## config.mk

```make
export PLATFORM = sky130hd
export DESIGN_NAME = load_store_unit
export DESIGN_NICKNAME = d
export VERILOG_FILES = /design/src/rtl/lsu_pkg.sv /design/src/rtl/lsu_load_align.sv /design/src/rtl/load_store_unit.sv
export SDC_FILE = /design/constraint.sdc
export NUM_CORES = 1
export LEC_CHECK = 0
export CAP_MARGIN = 15
export CORE_ASPECT_RATIO = 1.75
export CORE_MARGIN = 10
export CORE_UTILIZATION = 35
export CTS_BUF_LIST = sky130_fd_sc_hd__clkbuf_8
export DETAILED_ROUTE_END_ITERATION = 12
export GPL_ROUTABILITY_DRIVEN = 1
export HOLD_SLACK_MARGIN = 0.05
export MAX_ROUTING_LAYER = met4
export PLACE_DENSITY = 0.68
export SLEW_MARGIN = 25
export SYNTH_ARGS = -nofsm -noshare
export SYNTH_HDL_FRONTEND = slang
export SYNTH_SLANG_ARGS = --single-unit
```

## constraint.sdc

```tcl
create_clock -name clk -period 6.35 [get_ports clk]
set_clock_uncertainty 0.1 [all_clocks]
set_input_delay 0.635 -clock clk [delete_from_list [all_inputs] [get_ports clk]]
set_output_delay 0.635 -clock clk [all_outputs]
set_load 0.02 [all_outputs]
```

## src/rtl/lsu_pkg.sv

```systemverilog
// Shared definitions for the load/store unit: RV32I funct3 encodings, the
// FSM state type, the latched-request record and byte-mask/legality helpers.
package lsu_pkg;

  localparam logic [2:0] F3_B  = 3'b000;
  localparam logic [2:0] F3_H  = 3'b001;
  localparam logic [2:0] F3_W  = 3'b010;
  localparam logic [2:0] F3_BU = 3'b100;
  localparam logic [2:0] F3_HU = 3'b101;

  typedef enum logic [1:0] {
    S_IDLE   = 2'd0,
    S_FIRST  = 2'd1,
    S_SECOND = 2'd2,
    S_RESP   = 2'd3
  } lsu_state_e;

  // Request fields held for the whole transaction. The word address is kept
  // separately in the top because its width follows ADDR_W.
  typedef struct packed {
    logic        store;
    logic [2:0]  funct3;
    logic [1:0]  offset;
    logic [31:0] wdata;
  } lsu_req_t;

  // Byte mask across two adjacent words: [3:0] first word, [7:4] second.
  function automatic logic [7:0] lsu_mask8(input logic [2:0] funct3,
                                           input logic [1:0] offset);
    logic [7:0] base;
    case (funct3[1:0])
      2'b00:   base = 8'h01;
      2'b01:   base = 8'h03;
      default: base = 8'h0f;
    endcase
    return base << offset;
  endfunction

  function automatic logic lsu_legal(input logic store, input logic [2:0] funct3);
    logic ok;
    ok = (funct3 == F3_B) || (funct3 == F3_H) || (funct3 == F3_W);
    if (!store) ok = ok || (funct3 == F3_BU) || (funct3 == F3_HU);
    return ok;
  endfunction

endpackage

```

## src/rtl/lsu_load_align.sv

```systemverilog
// Load data extraction: shifts the two-word window right by the byte offset,
// truncates to the access size and sign- or zero-extends.
//   data   in  64  {hi word, lo word}
//   offset in  2   byte offset of the access within the lo word
//   funct3 in  3   RV32I load funct3
//   result out 32  extended load value (0 for an unknown funct3)
module lsu_load_align
  import lsu_pkg::*;
(
  input  logic [63:0] data,
  input  logic [1:0]  offset,
  input  logic [2:0]  funct3,
  output logic [31:0] result
);

  logic [31:0] sh;
  assign sh = 32'(data >> {offset, 3'b000});

  always_comb begin
    result = '0;
    case (funct3)
      F3_B:    result = {{24{sh[7]}}, sh[7:0]};
      F3_H:    result = {{16{sh[15]}}, sh[15:0]};
      F3_W:    result = sh;
      F3_BU:   result = {24'b0, sh[7:0]};
      F3_HU:   result = {16'b0, sh[15:0]};
      default: result = '0;
    endcase
  end

endmodule

```

## src/rtl/load_store_unit.sv

```systemverilog
// RV32I load/store unit in front of a word-wide data memory. One request in
// flight; accesses crossing a word boundary are split into two memory cycles.
//   clk, rst_n             clock, async active-low reset
//   req_valid/req_ready    request handshake from the execute stage
//   req_store/funct3/addr/wdata  request payload, sampled on accept only
//   resp_valid/rdata/err   one-cycle registered completion pulse
//   mem_addr/we/be/wdata   word address, write strobe, lanes, aligned data
//   mem_rdata              combinational read data for mem_addr
module load_store_unit
  import lsu_pkg::*;
#(
  parameter int ADDR_W = 12
) (
  input  logic              clk,
  input  logic              rst_n,
  input  logic              req_valid,
  output logic              req_ready,
  input  logic              req_store,
  input  logic [2:0]        req_funct3,
  input  logic [31:0]       req_addr,
  input  logic [31:0]       req_wdata,
  output logic              resp_valid,
  output logic [31:0]       resp_rdata,
  output logic              resp_err,
  output logic [ADDR_W-1:0] mem_addr,
  output logic              mem_we,
  output logic [3:0]        mem_be,
  output logic [31:0]       mem_wdata,
  input  logic [31:0]       mem_rdata
);

  lsu_state_e        state, state_nxt;
  lsu_req_t          req_q;
  logic [ADDR_W-1:0] waddr_q;
  logic [31:0]       lo_q;
  logic [7:0]        m8;
  logic [63:0]       wsh;
  logic [63:0]       align_data;
  logic [31:0]       align_res;
  logic              accept;
  logic              crosses;
  logic              unused_addr;

  assign unused_addr = ^req_addr[31:ADDR_W+2];

  assign req_ready = (state == S_IDLE);
  assign accept    = req_valid && req_ready;
  assign m8        = lsu_mask8(req_q.funct3, req_q.offset);
  assign crosses   = |m8[7:4];
  assign wsh       = {32'b0, req_q.wdata} << {req_q.offset, 3'b000};

  // The hi word is never stored: in SECOND it is taken straight from the
  // memory, so the result can be registered on the edge that ends the access.
  assign align_data = (state == S_SECOND) ? {mem_rdata, lo_q} : {32'b0, mem_rdata};

  lsu_load_align u_align (
    .data   (align_data),
    .offset (req_q.offset),
    .funct3 (req_q.funct3),
    .result (align_res)
  );

  always_comb begin
    state_nxt = state;
    mem_addr  = '0;
    mem_we    = 1'b0;
    mem_be    = 4'b0;
    mem_wdata = '0;
    case (state)
      S_IDLE: begin
        if (accept) state_nxt = lsu_legal(req_store, req_funct3) ? S_FIRST : S_RESP;
      end
      S_FIRST: begin
        mem_addr  = waddr_q;
        mem_be    = m8[3:0];
        mem_wdata = wsh[31:0];
        mem_we    = req_q.store;
        state_nxt = crosses ? S_SECOND : S_RESP;
      end
      S_SECOND: begin
        mem_addr  = waddr_q + ADDR_W'(1);   // wraps at the top of memory
        mem_be    = m8[7:4];
        mem_wdata = wsh[63:32];
        mem_we    = req_q.store;
        state_nxt = S_RESP;
      end
      S_RESP:  state_nxt = S_IDLE;
      default: state_nxt = S_IDLE;
    endcase
  end

  always_ff @(posedge clk or negedge rst_n) begin
    if (!rst_n) begin
      state      <= S_IDLE;
      req_q      <= '0;
      waddr_q    <= '0;
      lo_q       <= '0;
      resp_valid <= 1'b0;
      resp_rdata <= '0;
      resp_err   <= 1'b0;
    end else begin
      state      <= state_nxt;
      resp_valid <= (state_nxt == S_RESP);
      resp_rdata <= '0;
      resp_err   <= 1'b0;
      case (state)
        S_IDLE: begin
          if (accept) begin
            req_q.store  <= req_store;
            req_q.funct3 <= req_funct3;
            req_q.offset <= req_addr[1:0];
            req_q.wdata  <= req_wdata;
            waddr_q      <= req_addr[ADDR_W+1:2];
            resp_err     <= !lsu_legal(req_store, req_funct3);
          end
        end
        S_FIRST: begin
          lo_q <= mem_rdata;
          if (!req_q.store && !crosses) resp_rdata <= align_res;
        end
        S_SECOND: begin
          if (!req_q.store) resp_rdata <= align_res;
        end
        default: ;
      endcase
    end
  end

endmodule

```

==> results.ini, run 1 <==
[status]
outcome=finished clean

[worst_setup_path]
cp-start-kind=flop
cpPeakStageDelay_ns=0.68
cp_max_fo=32
r2r_cells=7
critical_path_class=reg2out
crit_path_cell_trace=nand2b_1 -> nor2_2 -> a22oi_1 -> nor2_1 -> clkdlybuf4s50_1
crit_required_ns=5.61
timing.rr.start=state[0]
critPathSlowestCell=dfrtp_2
worstSetupStartpoint=req_q[33]
r2r_setup_slack_ns=3.00
worstSetupEndpointType=output port
reg2reg_to=resp_rdata[31]
critPathArrivalTime_ns=3.35

[finish]
drive_gt1_frac=0.260
multi_input_area_um2=3950
fill_cells=1860
regArea_um2=2960
syn_to_final_growth_pct=30.7
final_net_count=876
post-route-util=0.464

[logic_synthesis]
async_flop_share=1.00
ys_ff_latch=118
mappedNetlistNets=736
synth_warnings=0
synth_cells=628
synth_edf_count=0
syn_area_um2=7210
synth-seq-area-share=0.410
synth-main-ff-cell=dfrtp_1
syn_avg_cell_area_um2=11.5
ys_types=49

[floorplan]
start_util=0.355
dieArea_um2=27000
core-area_um2=20300
die_h_um=210
die_w_um=128
core.rowCount=69
design.portCount=187

[global_route]
grt_start_max_net_pins=64
grt_pass1_vias=5916
grt_pass1_wl_um=32800
grt_use_total=0.160
grt-ovfl-total=0
grt_antenna_before_repair=1

[routing]
drtPass1Iterations=6
route.vias.total=5615
drc_errors=0
ant_nets=0
routed_wirelength_um=20800
wl_per_cell_um=20.2
drt_iter0_drc=306
avgViaCountPerCell=5.45

[clock_network]
cts-root-buf=clkbuf_8
clockBufferDepth=2
h-tree-depth=4
clock_latency_ns=0.47
post-cts-setup-buffer-count=0
cts-resized-gates=0
cts_tree=yes
clkTransAtPathRegs_ns=0.09
cts_buffers=17
cts-hold-fix-buffers=0
cts.sinks=118

[sta]
tightest_slew_ns=0.989
max_freq_mhz=245
setup_viol=0
relSlewSlack=0.340
rsz0062_at_grt=false
drv_slew=0
final.setup.tns_ns=0
fin_crit_ns=4.09
hold_slack_ns=0.151
hold_violations=0
fin_crit_sh=0.644

[run]
max_cap_viol_count=0

[place]
dp_hpwl_um=15200
gp_congestion=0.824
portBuffers=168

[pwr]
ir_worst_vdd_mv=0.277
cellPowerDensity_nw_per_um2=530
p_leak_nw=3.72

[hold_path]
hp-class=in2async

-- cell type report --
class / count / area share
antenna: 1 / 0.000266
clock buffer: 17 / 0.0248
clock inverter: 15 / 0.0215
inverter: 8 / 0.00319
multi-input combinational: 448 / 0.420
sequential: 118 / 0.314
tap: 248 / 0.0329
timing repair buffer: 175 / 0.184
-- cell families (layout without fill, tap and decap cells) --
kind of cell,count (synthesis),count (layout),synth area share
mux,185,185,0.333
simple gates,145,145,0.0918
flops,118,118,0.410
compound gates,112,112,0.112
buf+inv,62,215,0.0432
fa+ha+maj,5,5,0.00868
xor+xnor,1,1,0.00122
other cells,0,1,0
-- worst max-delay path, delay by kind of cell (launching register included) --
family                 cells  cell delay, ns
AND/OR/NAND/NOR            3            1.36
flip-flops                 1            0.68
buffers and inverters      1            0.65
AO/OA/AOI/OAI              1            0.17
-- routing by layer --
metal	vias to the layer above	track usage	routed length, um
li1	2607	-	-
met5	-	-	0
met2	171	0.275	11400
met4	0	0.0717	562
met3	35	0.0464	1270
met1	2802	0.164	7560
-- per-stage QoR --
stage               std cells  setup slack [ns]  area (um2)  total power, W
detailed placement        997              2.79        8980         0.00426
CTS                      1029              2.24        9420         0.00505
finish                   1030              2.26        9420         0.00500
floorplan                 628              3.44        7210         0.00342
global placement          997              2.76        8980         0.00422
global route             1030              2.04        9420         0.00535
-- synth_stat cells, drive strengths merged (2+ instances only) --
cell	n	area share
a211oi	6	0.0062
a21oi	21	0.017
a22o	11	0.013
a22oi	11	0.011
a31oi	19	0.016
a32o	9	0.012
and2	11	0.0095
and3	4	0.0035
buf	42	0.033
clkbuf	12	0.0062
dfrtp	118	0.41
ha	5	0.0087
inv	8	0.0042
mux2	121	0.19
mux2i	34	0.047
mux4	30	0.094
nand2	42	0.022
nand2b	4	0.0035
nand3	8	0.0062
nor2	55	0.029
nor2b	10	0.0087
nor3	6	0.0049
nor4	2	0.0017
o211ai	2	0.0021
o21ai	15	0.010
o22a	8	0.0097
o22ai	2	0.0017
o31ai	3	0.0050
-- report_power, final --
group	switching, W	internal (W)
clock	0.000347	0.000429
sequential	0.000354	0.00107
combinational	0.00138	0.00142
total	0.00208	0.00291
-- worst max-delay path by stage --
stage,endpoint,slack (ns),cells after the start
after floorplan,mem_addr[5],3.44,7
after global placement,mem_wdata[0],2.76,5
after detailed placement,mem_wdata[0],2.79,5
after CTS,mem_wdata[0],2.24,5
after global routing,mem_wdata[1],2.04,5
final,mem_wdata[0],2.26,5
-- flip-flops by register name (all words and copies together) (netlist names) --
name and cells:
resp_rdata 32, req_q 38, lo_q 32, state 2, waddr_q 12, resp_err 1, resp_valid 1
-- cell usage in the layout (no fill, tap or decap), types with 3 or more instances in the layout --
cell type,n
clkdlybuf4s50_1,167
dfrtp_1,116
mux2_2,114
nor2_1,54
nand2_1,41
mux2i_1,34
mux4_2,30
a21oi_1,19
a31oi_1,19
clkbuf_8,17
o21ai_0,15
a22oi_1,11
a22o_1,11
nor2b_1,10
and2_1,10
a32o_1,9
inv_1,8
o22a_1,8
buf_4,8
nand3_1,7
a211oi_1,6
mux2_4,6
nor3_1,5
and3_1,4
nand2b_1,4
bufinv_16,4
clkinv_4,4
ha_1,3
clkinv_2,3
Power figures use the tool's default switching activity.
==> run 2, diff against run 1 <==
--- a/config.mk
+++ b/config.mk
@@ -14,7 +14,7 @@
 export GPL_ROUTABILITY_DRIVEN = 1
 export HOLD_SLACK_MARGIN = 0.05
 export MAX_ROUTING_LAYER = met4
-export PLACE_DENSITY = 0.68
+export PLACE_DENSITY = 0.7
 export SLEW_MARGIN = 25
 export SYNTH_ARGS = -nofsm -noshare
 export SYNTH_HDL_FRONTEND = slang
==> constraint.sdc (replaced) <==
create_clock -name clk -period 3.6 [get_ports clk]
set_clock_uncertainty 0.1 [all_clocks]
set_input_delay 0.36 -clock clk [delete_from_list [all_inputs] [get_ports clk]]
set_output_delay 0.36 -clock clk [all_outputs]
set_load 0.02 [all_outputs]
==> results.ini, run 2 (synthesized netlist as in run 1, its figures left out) <==
[status]
outcome=finished clean

[global_route]
grt_antenna_before_repair=1
grt_use_total=0.158
grt-ovfl-total=0
grt_pass1_wl_um=32400
grt_start_max_net_pins=44
grt_pass1_vias=5861

[floorplan]
die_w_um=128
design.portCount=187
core.rowCount=69
die_h_um=210
start_util=0.355
core-area_um2=20300
dieArea_um2=27000

[finish]
reg.largest.list=req_q: 38 flops, lo_q: 32 flops, resp_rdata: 32 flops
drive_gt1_frac=0.272
fin_area_um2=9470
layout_common_cells=clkdlybuf4s50_1, dfrtp_1, mux2_2, nor2_1, nand2_1
final_net_count=888
top_register=req_q
syn_to_final_growth_pct=31.4
largest_reg_flops=38
layout_commonest_cell=clkdlybuf4s50_1

[worst_setup_path]
cp-start-kind=flop
r2r_setup_slack_ns=0.91
reg2reg_to=resp_rdata[15]
worstSetupEndpointType=output port
cp_max_fo=29
crit_required_ns=3.14
critical_path_class=reg2out
r2r_cells=8
critPathArrivalTime_ns=2.94
timing.rr.start=state[0]

[pwr]
p_leak_nw=3.75
cellPowerDensity_nw_per_um2=922
ir_worst_vdd_mv=0.553

[clock_network]
h-tree-depth=4
cts_tree=yes
cts_buffers=17
clockBufferDepth=2
clkTransAtPathRegs_ns=0.08
cts.sinks=118
cts-root-buf=clkbuf_8
clock_latency_ns=0.47

[routing]
drt_iter0_drc=266
route.vias.total=5663
drtPass1Iterations=5
drc_errors=0
avgViaCountPerCell=5.43
wl_per_cell_um=20.1
routed_wirelength_um=20900
ant_nets=0

[sta]
hold_slack_ns=0.343
final.setup.tns_ns=0
rsz0062_at_grt=false
tightest_slew_ns=0.970
relSlewSlack=0.353
drv_slew=0
fin_crit_ns=3.40
fin_crit_sh=0.944
hold_violations=0
setup_viol=0
max_freq_mhz=294

[place]
gp_congestion=0.837
placed_cell_area_um2=9080
portBuffers=168
dp_hpwl_um=15800

[hold_path]
hp-class=in2async

[run]
max_cap_viol_count=0

## run 2: changes by cell type in the layout (fill, tap and decap cells not counted), moves of 2 or more
| cell | delta |
|---|---|
| buf_4 | +10 |
| bufinv_16 | -3 |
| clkinv_2 | -2 |
| clkinvlp_4 | +2 |
| inv_6 | +4 |
## run 2: worst max-delay path, stage by stage, from the launching register on
cell,delay [ns]
dfrtp_1,0.38
inv_1,0.09
ha_1,0.42
inv_1,0.75
nor2_1,0.21
clkdlybuf4s50_1,0.60
## run 2: area by class of cell
class	instances	area (um2)
Antenna cell	1	2.50
Clock buffer	17	234
Clock inverter	15	144
Fill cell	1843	10800
Inverter	8	30.0
Multi-Input combinational cell	448	3960
Sequential cell	118	2960
Tap cell	248	310
Timing Repair Buffer	187	1840
## run 2: where the power goes
group | leakage [nW] | switching (W) | internal (W)
logic | 2.11 | 0.00250 | 0.00256
clock network | 0.180 | 0.000629 | 0.000557
registers | 1.46 | 0.000600 | 0.00188
total | 3.75 | 0.00373 | 0.00500
## run 2: metal layers
layer  wire length, um  up-vias  GRT usage
met2             11200      197      0.269
met5                 0        -          -
met3              1280       37     0.0434
met1              7820     2797      0.164
li1                  -     2632          -
met4               645        0     0.0740
## run 2: worst max path at each step
| stage | start | endpoint | slack (ns) | cells after the start |
|---|---|---|---|---|
| after detailed placement | req_q[32] | mem_wdata[7] | 0.60 | 5 |
| after floorplan | state[0] | mem_addr[5] | 0.97 | 7 |
| final | state[0] | mem_wdata[7] | 0.20 | 5 |
| after global routing | state[0] | mem_wdata[7] | 0.01 | 5 |
| after CTS | req_q[32] | mem_wdata[7] | 0.07 | 5 |
| after global placement | req_q[32] | mem_wdata[7] | 0.63 | 5 |
## run 2: through the flow
| step | std cells | total power, W | worst slack [ns] | util |
|---|---|---|---|---|
| floorplan | 628 | 0.00603 | 0.967 | - |
| global placement | 1008 | 0.00750 | 0.629 | 0.447 |
| detailed placement | 1008 | 0.00759 | 0.596 | 0.447 |
| CTS | 1041 | 0.00881 | 0.0746 | 0.466 |
| global route | 1042 | 0.00931 | 0.0124 | 0.467 |
| finish | 1042 | 0.00873 | 0.201 | 0.467 |
## run 2: repair_timing
item                                   in CTS  in global routing
resized for setup                           0                  2
hold buffers                                1                  0
buffers inserted                            0                  0
endpoints found under the hold margin      40                  0
setup endpoints to repair                   0                  2
==> run 3, diff against run 2 <==
--- a/config.mk
+++ b/config.mk
@@ -8,13 +8,14 @@
 export CAP_MARGIN = 15
 export CORE_ASPECT_RATIO = 1.75
 export CORE_MARGIN = 10
-export CORE_UTILIZATION = 35
+export CORE_UTILIZATION = 60
 export CTS_BUF_LIST = sky130_fd_sc_hd__clkbuf_8
 export DETAILED_ROUTE_END_ITERATION = 12
+export DONT_BUFFER_PORTS = 1
 export GPL_ROUTABILITY_DRIVEN = 1
 export HOLD_SLACK_MARGIN = 0.05
 export MAX_ROUTING_LAYER = met4
-export PLACE_DENSITY = 0.7
+export PLACE_DENSITY = 0.86
 export SLEW_MARGIN = 25
 export SYNTH_ARGS = -nofsm -noshare
 export SYNTH_HDL_FRONTEND = slang
==> results.ini, run 3 (synthesized netlist as in run 1, its figures left out) <==
[finish]
reg.largest.list=req_q: 38 flops, lo_q: 32 flops, resp_rdata: 32 flops
largest_reg_flops=38
top_register=req_q
layout_common_cells=dfrtp_1, mux2_2, dlygate4sd3_1, nor2_1, nand2_1
drive_gt1_frac=0.305
syn_to_final_growth_pct=20.4
post-route-util=0.745
layout_commonest_cell=dfrtp_1
final_net_count=816

[clock_network]
clkTransAtPathRegs_ns=0.07
clockBufferDepth=2
post-cts-setup-buffer-count=0
cts_tree=yes
cts_buffers=17
cts-root-buf=clkbuf_8
h-tree-depth=4
cts.sinks=118
clock_latency_ns=0.43

[global_route]
grt_pass1_wl_um=31900
grt-ovfl-total=0
grt_use_total=0.249
grt_pass1_vias=5992
grt_antenna_before_repair=1
grt_start_max_net_pins=119

[floorplan]
dieArea_um2=17000
start_util=0.619
die_h_um=165
design.portCount=187
core.rowCount=52
die_w_um=103
core-area_um2=11600

[sta]
tightest_slew_ns=0.838
fin_crit_ns=3.31
drv_slew=0
fin_crit_sh=0.920
setup_viol=0
hold_violations=0
max_freq_mhz=302
rsz0062_at_grt=false
relSlewSlack=0.441
final.setup.tns_ns=0

[status]
outcome=finished clean

[pwr]
p_leak_nw=3.62
cellPowerDensity_nw_per_um2=984
ir_worst_vdd_mv=1.10

[place]
dp_hpwl_um=13300
portBuffers=0
gp_congestion=0.863

[worst_setup_path]
critical_path_class=reg2out
critPathBufInv=1
cp_max_fo=37
critPathSlowestCell=dfrtp_2
worstSetupEndpointType=output port
critPathTopFamily=simple AND/OR/NAND/NOR gates
critPathArrivalTime_ns=2.85
cpPeakStageDelay_ns=0.71
crit_required_ns=3.14
timing.rr.start=state[0]
cp-start-kind=flop
crit_path_cell_trace=nand2b_1 -> nor2_2 -> a22oi_1 -> nor2_1 -> buf_4
worstSetupStartpoint=req_q[33]

[routing]
wl_per_cell_um=23.8
drt_iter0_drc=358
drtPass1Iterations=5
ant_nets=0
avgViaCountPerCell=6.63
routed_wirelength_um=20400
route.vias.total=5683
drc_errors=0

[hold_path]
hold_start=req_valid
hp-class=in2reg

[run]
max_cap_viol_count=0

==> run 3: changes by cell type in the layout (fill, tap and decap cells not counted), moves of 3 or more <==
cell	change
inv_6	-6
inv_1	+5
clkinvlp_4	-3
dlygate4sd3_1	+83
clkdlybuf4s50_1	-167
bufinv_16	+5
clkinv_4	-3
buf_4	+11
==> run 3: layout make-up <==
| class | count | area, um2 |
|---|---|---|
| multi-input combinational | 448 | 3950 |
| fill | 714 | 2970 |
| sequential | 118 | 2960 |
| timing repair buffer | 115 | 1110 |
| clock buffer | 18 | 248 |
| clock inverter | 14 | 216 |
| tap | 135 | 169 |
| inverter | 8 | 30.0 |
| antenna | 1 | 2.50 |
==> run 3: where the power goes <==
group	total (W)	leakage [nW]	switching, W	internal [W]
Combinational	0.00445	1.92	0.00232	0.00213
Clock	0.00141	0.249	0.000512	0.000897
Sequential	0.00268	1.46	0.000800	0.00188
==> run 3: worst paths after layout <==
path | to | slack, ns | cells past startpoint
worst max-delay path | mem_wdata[1] | 0.29 | 5
worst min-delay path | state[1] | 0.09 | 2
worst max register to register | resp_rdata[22] | 0.85 | 8
worst min register to register | lo_q[12] | 0.40 | 1
max in group asynchronous | req_q[32] | 2.48 | 2
min in group asynchronous | lo_q[5] | 0.46 | 2
==> run 3: stage by stage <==
| stage | area [um2] | power, W | cells | setup slack, ns | hold slack [ns] |
|---|---|---|---|---|---|
| CTS | 8680 | 0.00845 | 856 | 0.398 | 0.0723 |
| finish | 8680 | 0.00855 | 857 | 0.289 | 0.0928 |
| detailed placement | 7350 | 0.00692 | 739 | 0.865 | -0.0309 |
| global route | 8680 | 0.00903 | 857 | 0.218 | 0.0952 |
| global placement | 7350 | 0.00670 | 739 | 0.905 | -0.0313 |
| floorplan | 7210 | 0.00603 | 628 | 0.967 | -0.0356 |
==> run 3: what timing repair did <==
action                    CTS  global route
hold buffers               85             0
hold endpoints to repair  202             0
gates resized for setup     0             0
==> run 3: metal layers <==
layer / vias to the layer above / global-route usage / routed length [um]
met2: 357 / 0.419 / 10800
met5: - / - / 0
met3: 67 / 0.0678 / 1900
met4: 0 / 0.128 / 781
li1: 2486 / - / -
met1: 2773 / 0.259 / 6940
